`config.mk`:
```
export PLATFORM = sky130hd
export DESIGN_NAME = serial_adder_ctrl
export DESIGN_NICKNAME = d
export VERILOG_FILES = /design/src/rtl/serial_adder_ctrl.sv
export SDC_FILE = /design/constraint.sdc
export NUM_CORES = 1
export LEC_CHECK = 0
export BUFFER_PORTS_ARGS = -buffer_cell sky130_fd_sc_hd__buf_2
export CAP_MARGIN = 20
export CORE_UTILIZATION = 56
export CTS_BUF_LIST = sky130_fd_sc_hd__clkbuf_4
export DETAILED_ROUTE_END_ITERATION = 6
export PLACE_DENSITY = 0.81
export SLEW_MARGIN = 20
export SYNTH_ARGS = -nofsm -noshare
export SYNTH_HDL_FRONTEND = slang
export SYNTH_SLANG_ARGS = --single-unit
```
`constraint.sdc`:
```
create_clock -name clk -period 1.64 [get_ports clk]
set_input_delay 0.246 -clock clk [delete_from_list [all_inputs] [get_ports clk]]
set_output_delay 0.246 -clock clk [all_outputs]
set_load 0.02 [all_outputs]
```
`src/rtl/serial_adder_ctrl.sv`:
```
// serial_adder_ctrl: bit-serial WIDTH-bit adder sequencing one full_adder cell, LSB first
// Optional feature macro: SERIAL_ADD_OVF_EN (signed overflow flag; ovf tied low when undefined)
// Ports:
//   clk, rst_n          clock (rising edge), asynchronous active-low reset
//   start               request, sampled only in IDLE
//   op_a, op_b, cin     operands and carry-in, captured on accepted start
//   busy                high for the WIDTH cycles of RUN
//   done                one-cycle pulse when result/cout/ovf are updated
//   result, cout, ovf   sum, carry out of MSB, signed overflow; held until next done

module full_adder (
    input  logic a,
    input  logic b,
    input  logic c,
    output logic sum,
    output logic carry
);
    assign sum   = a ^ b ^ c;
    assign carry = (a & b) | (c & (a ^ b));
endmodule

module serial_adder_ctrl #(
    parameter int WIDTH = 8
) (
    input  logic             clk,
    input  logic             rst_n,
    input  logic             start,
    input  logic [WIDTH-1:0] op_a,
    input  logic [WIDTH-1:0] op_b,
    input  logic             cin,
    output logic             busy,
    output logic             done,
    output logic [WIDTH-1:0] result,
    output logic             cout,
    output logic             ovf
);
    localparam int CW = $clog2(WIDTH) + 1;
    typedef enum logic [1:0] {IDLE, RUN, DONE} state_t;
    state_t           state, nxt;
    logic [WIDTH-1:0] sa, sb, acc_n;
    logic [WIDTH-2:0] acc;
    logic [CW-1:0]    cnt;
    logic             cq, sum, carry, last;
    full_adder u_fa (.a(sa[0]), .b(sb[0]), .c(cq), .sum(sum), .carry(carry));
    assign last  = cnt == CW'(WIDTH - 1);
    // Only the upper WIDTH-1 sum bits need storing; the newest bit joins on the fly.
    assign acc_n = {sum, acc};
    always_ff @(posedge clk or negedge rst_n) begin
        if (!rst_n) state <= IDLE;
        else        state <= nxt;
    end
    always_comb begin
        nxt = state;
        case (state)
            IDLE:    nxt = start ? RUN : IDLE;
            RUN:     nxt = last ? DONE : RUN;
            default: nxt = IDLE;
        endcase
    end
    always_comb begin
        busy = state == RUN;
        done = state == DONE;
    end
    always_ff @(posedge clk or negedge rst_n) begin
        if (!rst_n) begin
            sa     <= '0;
            sb     <= '0;
            acc    <= '0;
            cq     <= 1'b0;
            cnt    <= '0;
            result <= '0;
            cout   <= 1'b0;
        end else if (state == IDLE && start) begin
            sa  <= op_a;
            sb  <= op_b;
            cq  <= cin;
            cnt <= '0;
        end else if (state == RUN) begin
            sa  <= sa >> 1;
            sb  <= sb >> 1;
            acc <= acc_n[WIDTH-1:1];
            cq  <= carry;
            cnt <= cnt + 1'b1;
            if (last) begin
                result <= acc_n;
                cout   <= carry;
            end
        end
    end
`ifdef SERIAL_ADD_OVF_EN
    // Signed overflow: carry into the MSB differs from carry out of it.
    always_ff @(posedge clk or negedge rst_n) begin
        if (!rst_n)                    ovf <= 1'b0;
        else if (state == RUN && last) ovf <= cq ^ carry;
    end
`else
    assign ovf = 1'b0;
`endif
endmodule

```
==> summary.md, run 1 <==
| Metric | Value |
|---|---|
| CP Capture Type | `output pin` |
| Max-cap violations | `0` |
| Core area | `2780 um^2` |
| DRC viols | `0` |
| CTS Sinks | `39` |
| Endpoints failing setup | `0` |
| Antenna viol nets, final | `0` |
| Setup TNS | `0 ps` |
| Hold Crit Depth | `3` |
| Synth Net Count | `between 150 and 200` |
| Boundary pin count | `32` |
| Routed length per instance | `roughly 14 um` |
| CTS tree | `yes` |
| Status | `complete, no violations` |
| Critical Path Source | `state[1]$_DFF_PN0_` |
| Tot GR Track Use | `0.242` |
| Worst clock skew | `11.2 ps` |
| R2r startpoint | `cnt[0]$_DFFE_PN0P_` |
| Htree depth | `2` |
| First-pass GRT wire length | `5.72 mm` |
| Critical Path RT | `about 1400 ps` |
| Hold crit path type | `primary input to flop` |
| Fmax | `642 MHz` |
| DR pass1 iterations | `5` |
| Fin crit share | `0.950` |
| Crit path kind | `flop to output pin` |
| Area delta synth->final | `20.4%` |
| Hold endpoint | `sb[3]$_DFFE_PN0P_` |
| Syn Area/Cell | `10.6 um^2` |
| Syn Inst Count | `roughly 160` |
| Clock latency on the worst-skew pair | `~340 ps` |
| Rows | `19` |
| Clk buf depth | `2` |
| Layout cell share with drive strength beyond 1 | `0.313` |
| Root Driver | `clkbuf_4` |
| Unrepaired setup endpoints after global routing | `false` |
| Die Ht | `56.2 um` |
| Hold Path Origin | `op_b[3]` |
| CP max FO | `10` |
| Die footprint | `roughly 3200 um^2` |
| Final Net Count | `216` |
| Synthesis-stage register bit count | `39` |
| Distinct cells, synth | `21` |
| Fin crit period | `about 1600 ps` |
| # port buffers | `30` |
| Reg2Reg Capture Point | `result[2]$_DFFE_PN0P_` |
| Reg clk slew, reported paths | `120 ps` |
| CTS Buf Count | `5` |
| Drt via density | `5.55` |
| Lkg Pwr | `0.958 nW` |
| Reg2Reg Setup Slack | `approximately 120 ps` |
| Vias | `~1300` |
| Antenna violations before repair | `0` |
| Post-CTS setup buffer count | `0` |
| Sequential share of the synthesized area | `0.592` |
| Critical path launch point type | `flop` |
| Vias in the first global route | `1255` |
| Endpoints failing hold | `0` |
| Warnings from Yosys | `0` |
| Gr ovfl total | `0` |
| Inserted Diodes | `0` |
| Iteration-0 DRC count of the detailed router | `36` |
| WP data arrival | `1310 ps` |
| Estimated wirelength of the detail-placed design | `2.37 mm` |
| R2R cell count | `5` |
| DIE WIDTH | `around 56 um` |
| WHS | `184 ps` |
| Routability Congestion | `between 0.7 and 0.8` |
| Largest net degree at the start of global routing | `24` |
| PD cells | `1840 nW/um^2` |
| Max Slew Vio Count | `0` |
| VDD IR max | `0.00138 V` |
| Synthesized area | `around 1600 um^2` |
| Routed wire length | `3.23 mm` |
| Starting density of the core | `0.592` |
cell usage in the layout (no fill, tap or decap):
master / instances
nor2_1: 2
nand3_1: 3
nor3_4: 1
nand2_1: 41
dfrtp_1: 39
inv_2: 1
a22o_1: 2
dlygate4sd3_1: 1
or3_1: 1
o21bai_1: 1
o21ai_0: 18
clkinv_2: 1
buf_12: 3
buf_4: 7
clkinvlp_4: 2
fa_1: 1
nor2b_1: 5
a22oi_1: 15
buf_2: 30
clkbuf_4: 5
nand2b_4: 1
mux2_2: 10
conb_1: 1
a21oi_1: 3
ha_1: 1
critical path, stage by stage, from the launching register on:
cell and delay [ps]:
dfrtp_1 410, nand2b_4 160, buf_4 170, inv_2 70, buf_2 160
registers in the layout, indices dropped and copies added, names as in the netlist:
name and count:
acc 7, result 8, sb 8, sa 8, cnt 4, state 2
cout 1, cq 1
layer usage:
metal | up-vias | track usage | share of wire
met5 | - | 0 | 0
met4 | 0 | 0.101 | 0.014
met1 | 610 | 0.317 | 0.46
met2 | 27 | 0.396 | 0.49
met3 | 5 | 0.0488 | 0.042
li1 | 612 | - | -
stage by stage:
stage	power, mW	utilization	cell area [um^2]	cells	setup WS (ps)
4_1_cts	3.68	0.713	1980	226	50.6
5_1_grt	3.92	0.713	1980	226	18.2
3_5_place_dp	3.18	0.686	1910	217	121
3_3_place_gp	3.06	0.686	1910	217	211
2_1_floorplan	2.58	-	1650	155	175
6_report	3.64	0.713	1980	226	82.2
cell usage after synthesis, drive strengths merged:
cell,instances,area share
fa,1,0.012
clkbuf,6,0.014
conb,1,0.0023
ha,1,0.0076
mux2,10,0.068
a21oi,3,0.0091
nor2,2,0.0046
a22o,2,0.011
nand2,41,0.093
or3,1,0.0038
a22oi,15,0.068
nand3,3,0.0091
dfrtp,39,0.59
nor3,1,0.0099
o21bai,1,0.0046
clkinv,1,0.0023
o21ai,18,0.055
nand2b,1,0.0038
nor2b,5,0.019
buf,3,0.011
kinds of logic after synthesis:
logic type / after synthesis / share of synthesized area
muxes: 10 / 0.0683
other: 1 / 0.00228
buffers and inverters: 10 / 0.0266
DFF: 39 / 0.592
AOI/OAI and AO/OA: 39 / 0.147
and+or+nand+nor: 54 / 0.144
adders and majority gates: 2 / 0.0197
how the worst max path moves through the flow:
stage	depth (start not counted)	slack, ps	endpoint
after CTS	4	50	busy
after global routing	4	20	busy
after global placement	5	210	result[1]$_DFFE_PN0P_
final	4	80	busy
after detailed placement	5	120	result[2]$_DFFE_PN0P_
after floorplan	4	170	cout$_DFFE_PN0P_
final cells by class:
| cell class | instances | area (um^2) |
|---|---|---|
| Clock buffer | 5 | 37.5 |
| Tap cell | 31 | 38.8 |
| Sequential cell | 39 | 976 |
| Timing Repair Buffer | 41 | 273 |
| Inverter | 1 | 3.75 |
| Multi-Input combinational cell | 106 | 636 |
| Fill cell | 209 | 797 |
| Clock inverter | 3 | 20.0 |
where the power goes:
part	switching, mW	total (mW)	leakage, nW	internal, mW
registers	0.257	1.61	0.506	1.36
clock network	0.314	0.478	0.0272	0.164
logic	0.863	1.55	0.425	0.692
total	1.43	3.64	0.958	2.21
timing repair:
action	4_1_cts	5_1_grt
hold endpoints to repair	19	0
hold buffers	1	0
gates resized for setup	1	1
endpoints found under the setup margin	1	1
(Power assumes the default switching activity.)
==> run 2: changes to the inputs <==
--- a/config.mk
+++ b/config.mk
@@ -7,10 +7,10 @@
 export LEC_CHECK = 0
 export BUFFER_PORTS_ARGS = -buffer_cell sky130_fd_sc_hd__buf_2
 export CAP_MARGIN = 20
-export CORE_UTILIZATION = 56
-export CTS_BUF_LIST = sky130_fd_sc_hd__clkbuf_4
+export CORE_UTILIZATION = 53
+export CTS_BUF_LIST = sky130_fd_sc_hd__clkbuf_8 sky130_fd_sc_hd__clkbuf_16
 export DETAILED_ROUTE_END_ITERATION = 6
-export PLACE_DENSITY = 0.81
+export PLACE_DENSITY = 0.86
 export SLEW_MARGIN = 20
 export SYNTH_ARGS = -nofsm -noshare
 export SYNTH_HDL_FRONTEND = slang
==> run 2 against run 1 <==
Against the previous run: non-clock buffer count did not move; total power is 5.0% higher; register-to-register slack hardly changed; critical path type unchanged; largest power group unchanged.
==> summary.md, run 2 (synthesis results as in run 1) <==
| Metric | Value |
|---|---|
| CP Capture Type | `output pin (unchanged)` |
| Footprint of the multi-input gates | `628 um^2 (was 636 um^2)` |
| Unrepaired setup endpoints after global routing | `false (unchanged)` |
| Gr ovfl total | `0 (unchanged)` |
| Endpoints failing hold | `0 (unchanged)` |
| Die footprint | `3340 um^2 (was 3160 um^2)` |
| Vias | `1251 (was 1254)` |
| Iteration-0 DRC count of the detailed router | `49 (was 36)` |
| Inserted Diodes | `0 (unchanged)` |
| Antenna violations before repair | `0 (unchanged)` |
| Fin crit period | `1560 ps (about the same)` |
| Crit path cell chain | `nand2b_1 -> buf_6 -> clkinvlp_4 -> buf_2 (was nand2b_4 -> buf_4 -> inv_2 -> buf_2)` |
| Reg clk slew, reported paths | `70 ps (was 120 ps)` |
| Max Slew Vio Count | `0 (unchanged)` |
| Most common cell after layout, fill and taps aside | `nand2_1 (unchanged)` |
| Lkg Pwr | `0.981 nW (was 0.958 nW)` |
| Layout cell share with drive strength beyond 1 | `0.303 (was 0.313)` |
| CP delay by family, top | `buffers and inverters (was flip-flops)` |
| DRC viols | `0 (unchanged)` |
| DR pass1 iterations | `4 (was 5)` |
| Critical path buffers and inverters | `3 (unchanged)` |
| Fin crit share | `0.949 (was 0.950)` |
| Tot GR Track Use | `0.223 (was 0.242)` |
| Largest net degree at the start of global routing | `24 (unchanged)` |
| Setup TNS | `0 ps (unchanged)` |
| WP data arrival | `1310 ps (about the same)` |
| VDD IR max | `0.00114 V (was 0.00138 V)` |
| Routed length per instance | `14.3 um (about the same)` |
| PD cells | `1900 nW/um^2 (was 1840 nW/um^2)` |
| Drt via density | `5.54 (was 5.55)` |
| Status | `complete, no violations (unchanged)` |
| CTS Buf Count | `5 (unchanged)` |
| CTS tree | `yes (unchanged)` |
| Rows | `19 (unchanged)` |
| # port buffers | `30 (unchanged)` |
| CP max FO | `10 (unchanged)` |
| Routability Congestion | `0.752 (was 0.743)` |
| Boundary pin count | `32 (unchanged)` |
| # fillers | `201 (was 209)` |
| Largest registers | `result: 8 flops, sa: 8 flops, sb: 8 flops (unchanged)` |
| Clock latency on the worst-skew pair | `280 ps (was 340 ps)` |
| Critical Path RT | `1390 ps (about the same)` |
| Crit path kind | `flop to output pin (unchanged)` |
| Post-DP Area | `1900 um^2 (was 1910 um^2)` |
| Max-cap violations | `0 (unchanged)` |
| Vias in the first global route | `1256 (was 1255)` |
| Share of the core filled with cells | `0.706 (was 0.713)` |
| Slowest CP cell | `dfrtp_1 (unchanged)` |
| Slowest stage delay, CP | `370 ps (was 410 ps)` |
| Root Driver | `clkbuf_8 (was clkbuf_4)` |
| Core area | `2850 um^2 (was 2780 um^2)` |
| Antenna viol nets, final | `0 (unchanged)` |
| Starting density of the core | `0.578 (was 0.592)` |
| Post-Place Worst Slack | `131 ps (was 121 ps)` |
| CTS Sinks | `39 (unchanged)` |
| First-pass GRT wire length | `5.55 mm (was 5.72 mm)` |
| Die Ht | `57.8 um (was 56.2 um)` |
| Htree depth | `2 (unchanged)` |
| Clk buf depth | `2 (unchanged)` |
| Estimated wirelength of the detail-placed design | `2.29 mm (was 2.37 mm)` |
| Endpoints failing setup | `0 (unchanged)` |
| Worst clock skew | `3.23 ps (was 11.2 ps)` |
| Area delta synth->final | `22.2% (was 20.4%)` |
| Final Net Count | `216 (unchanged)` |
| Finished Cell Area | `2010 um^2 (was 1980 um^2)` |
| Hold crit path type | `primary input to flop (unchanged)` |
| Fmax | `642 MHz (about the same)` |
| DIE WIDTH | `57.8 um (was 56.2 um)` |
| Routed wire length | `3.24 mm (was 3.23 mm)` |
| Register Area | `976 um^2 (unchanged)` |
| Most frequent cells in the layout | `41 x nand2_1, 39 x dfrtp_1, 30 x buf_2, 18 x o21ai_0, 15 x a22oi_1 (unchanged)` |
| Worst setup margin | `83.4 ps (was 82.2 ps)` |
| Critical path launch point type | `flop (unchanged)` |
-- run 2: cell count changes in the layout (fill, tap and decap cells not counted) --
cell / previous run / this run
clkbuf_8: 0 / 7
clkbuf_4: 5 / 0
buf_12: 3 / 2
buf_6: 0 / 1
clkinv_2: 1 / 0
clkinvlp_4: 2 / 1
inv_1: 0 / 1
inv_2: 1 / 0
nand2b_1: 0 / 1
nand2b_4: 1 / 0
-- run 2: cell type report --
type,instances,area share
Sequential cell,39,0.484
Clock buffer,7,0.0478
Tap cell,31,0.0193
Inverter,1,0.00373
Clock inverter,1,0.00186
Timing Repair Buffer,41,0.131
Multi-Input combinational cell,106,0.312
-- run 2: worst min-delay path, delay by kind of cell --
family,cells,cell delay (ps)
AOI/OAI and AO/OA,2,180
buffers and inverters,1,70
-- run 2: stage by stage --
stage               hold WS (ps)  std cells  power, mW
global placement             205        217       3.02
finish                       257        226       3.83
global route                 269        226       4.09
floorplan                  -49.6        155       2.58
detailed placement           225        217       3.13
CTS                          251        226       3.82
-- run 2: worst paths after layout --
kind | cells past startpoint | to | slack [ps] | from
max in group asynchronous | 3 | sa[0]$_DFFE_PN0P_ | 740 | rst_n
min in group asynchronous | 2 | sa[4]$_DFFE_PN0P_ | 440 | rst_n
worst min register to register | 2 | sb[5]$_DFFE_PN0P_ | 490 | sb[5]$_DFFE_PN0P_
worst max register to register | 5 | result[6]$_DFFE_PN0P_ | 110 | cnt[0]$_DFFE_PN0P_
worst max-delay path | 4 | busy | 80 | state[1]$_DFF_PN0_
worst min-delay path | 3 | sb[4]$_DFFE_PN0P_ | 260 | op_b[4]
-- run 2: where the power goes --
group	leakage, nW	total [mW]	internal [mW]	switching, mW
sequential	0.506	1.61	1.36	0.248
clock	0.0557	0.686	0.377	0.309
combinational	0.420	1.53	0.663	0.871
total	0.981	3.83	2.40	1.43
-- run 2: routing by layer --
layer  wire length, um  part of all wire  vias to the layer above  GRT usage
met4                40             0.012                        0     0.0748
met1              1480              0.46                      607      0.300
li1                  -                 -                      608          -
met3               124             0.038                        5     0.0603
met2              1600              0.49                       31      0.355
met5                 0                 0                        -          0
-- run 2: what timing repair did --
item,4_1_cts,5_1_grt
setup buffers,0,0
hold endpoints to repair,18,0
setup endpoints to repair,0,1
hold buffers,1,0
resized for setup,0,2
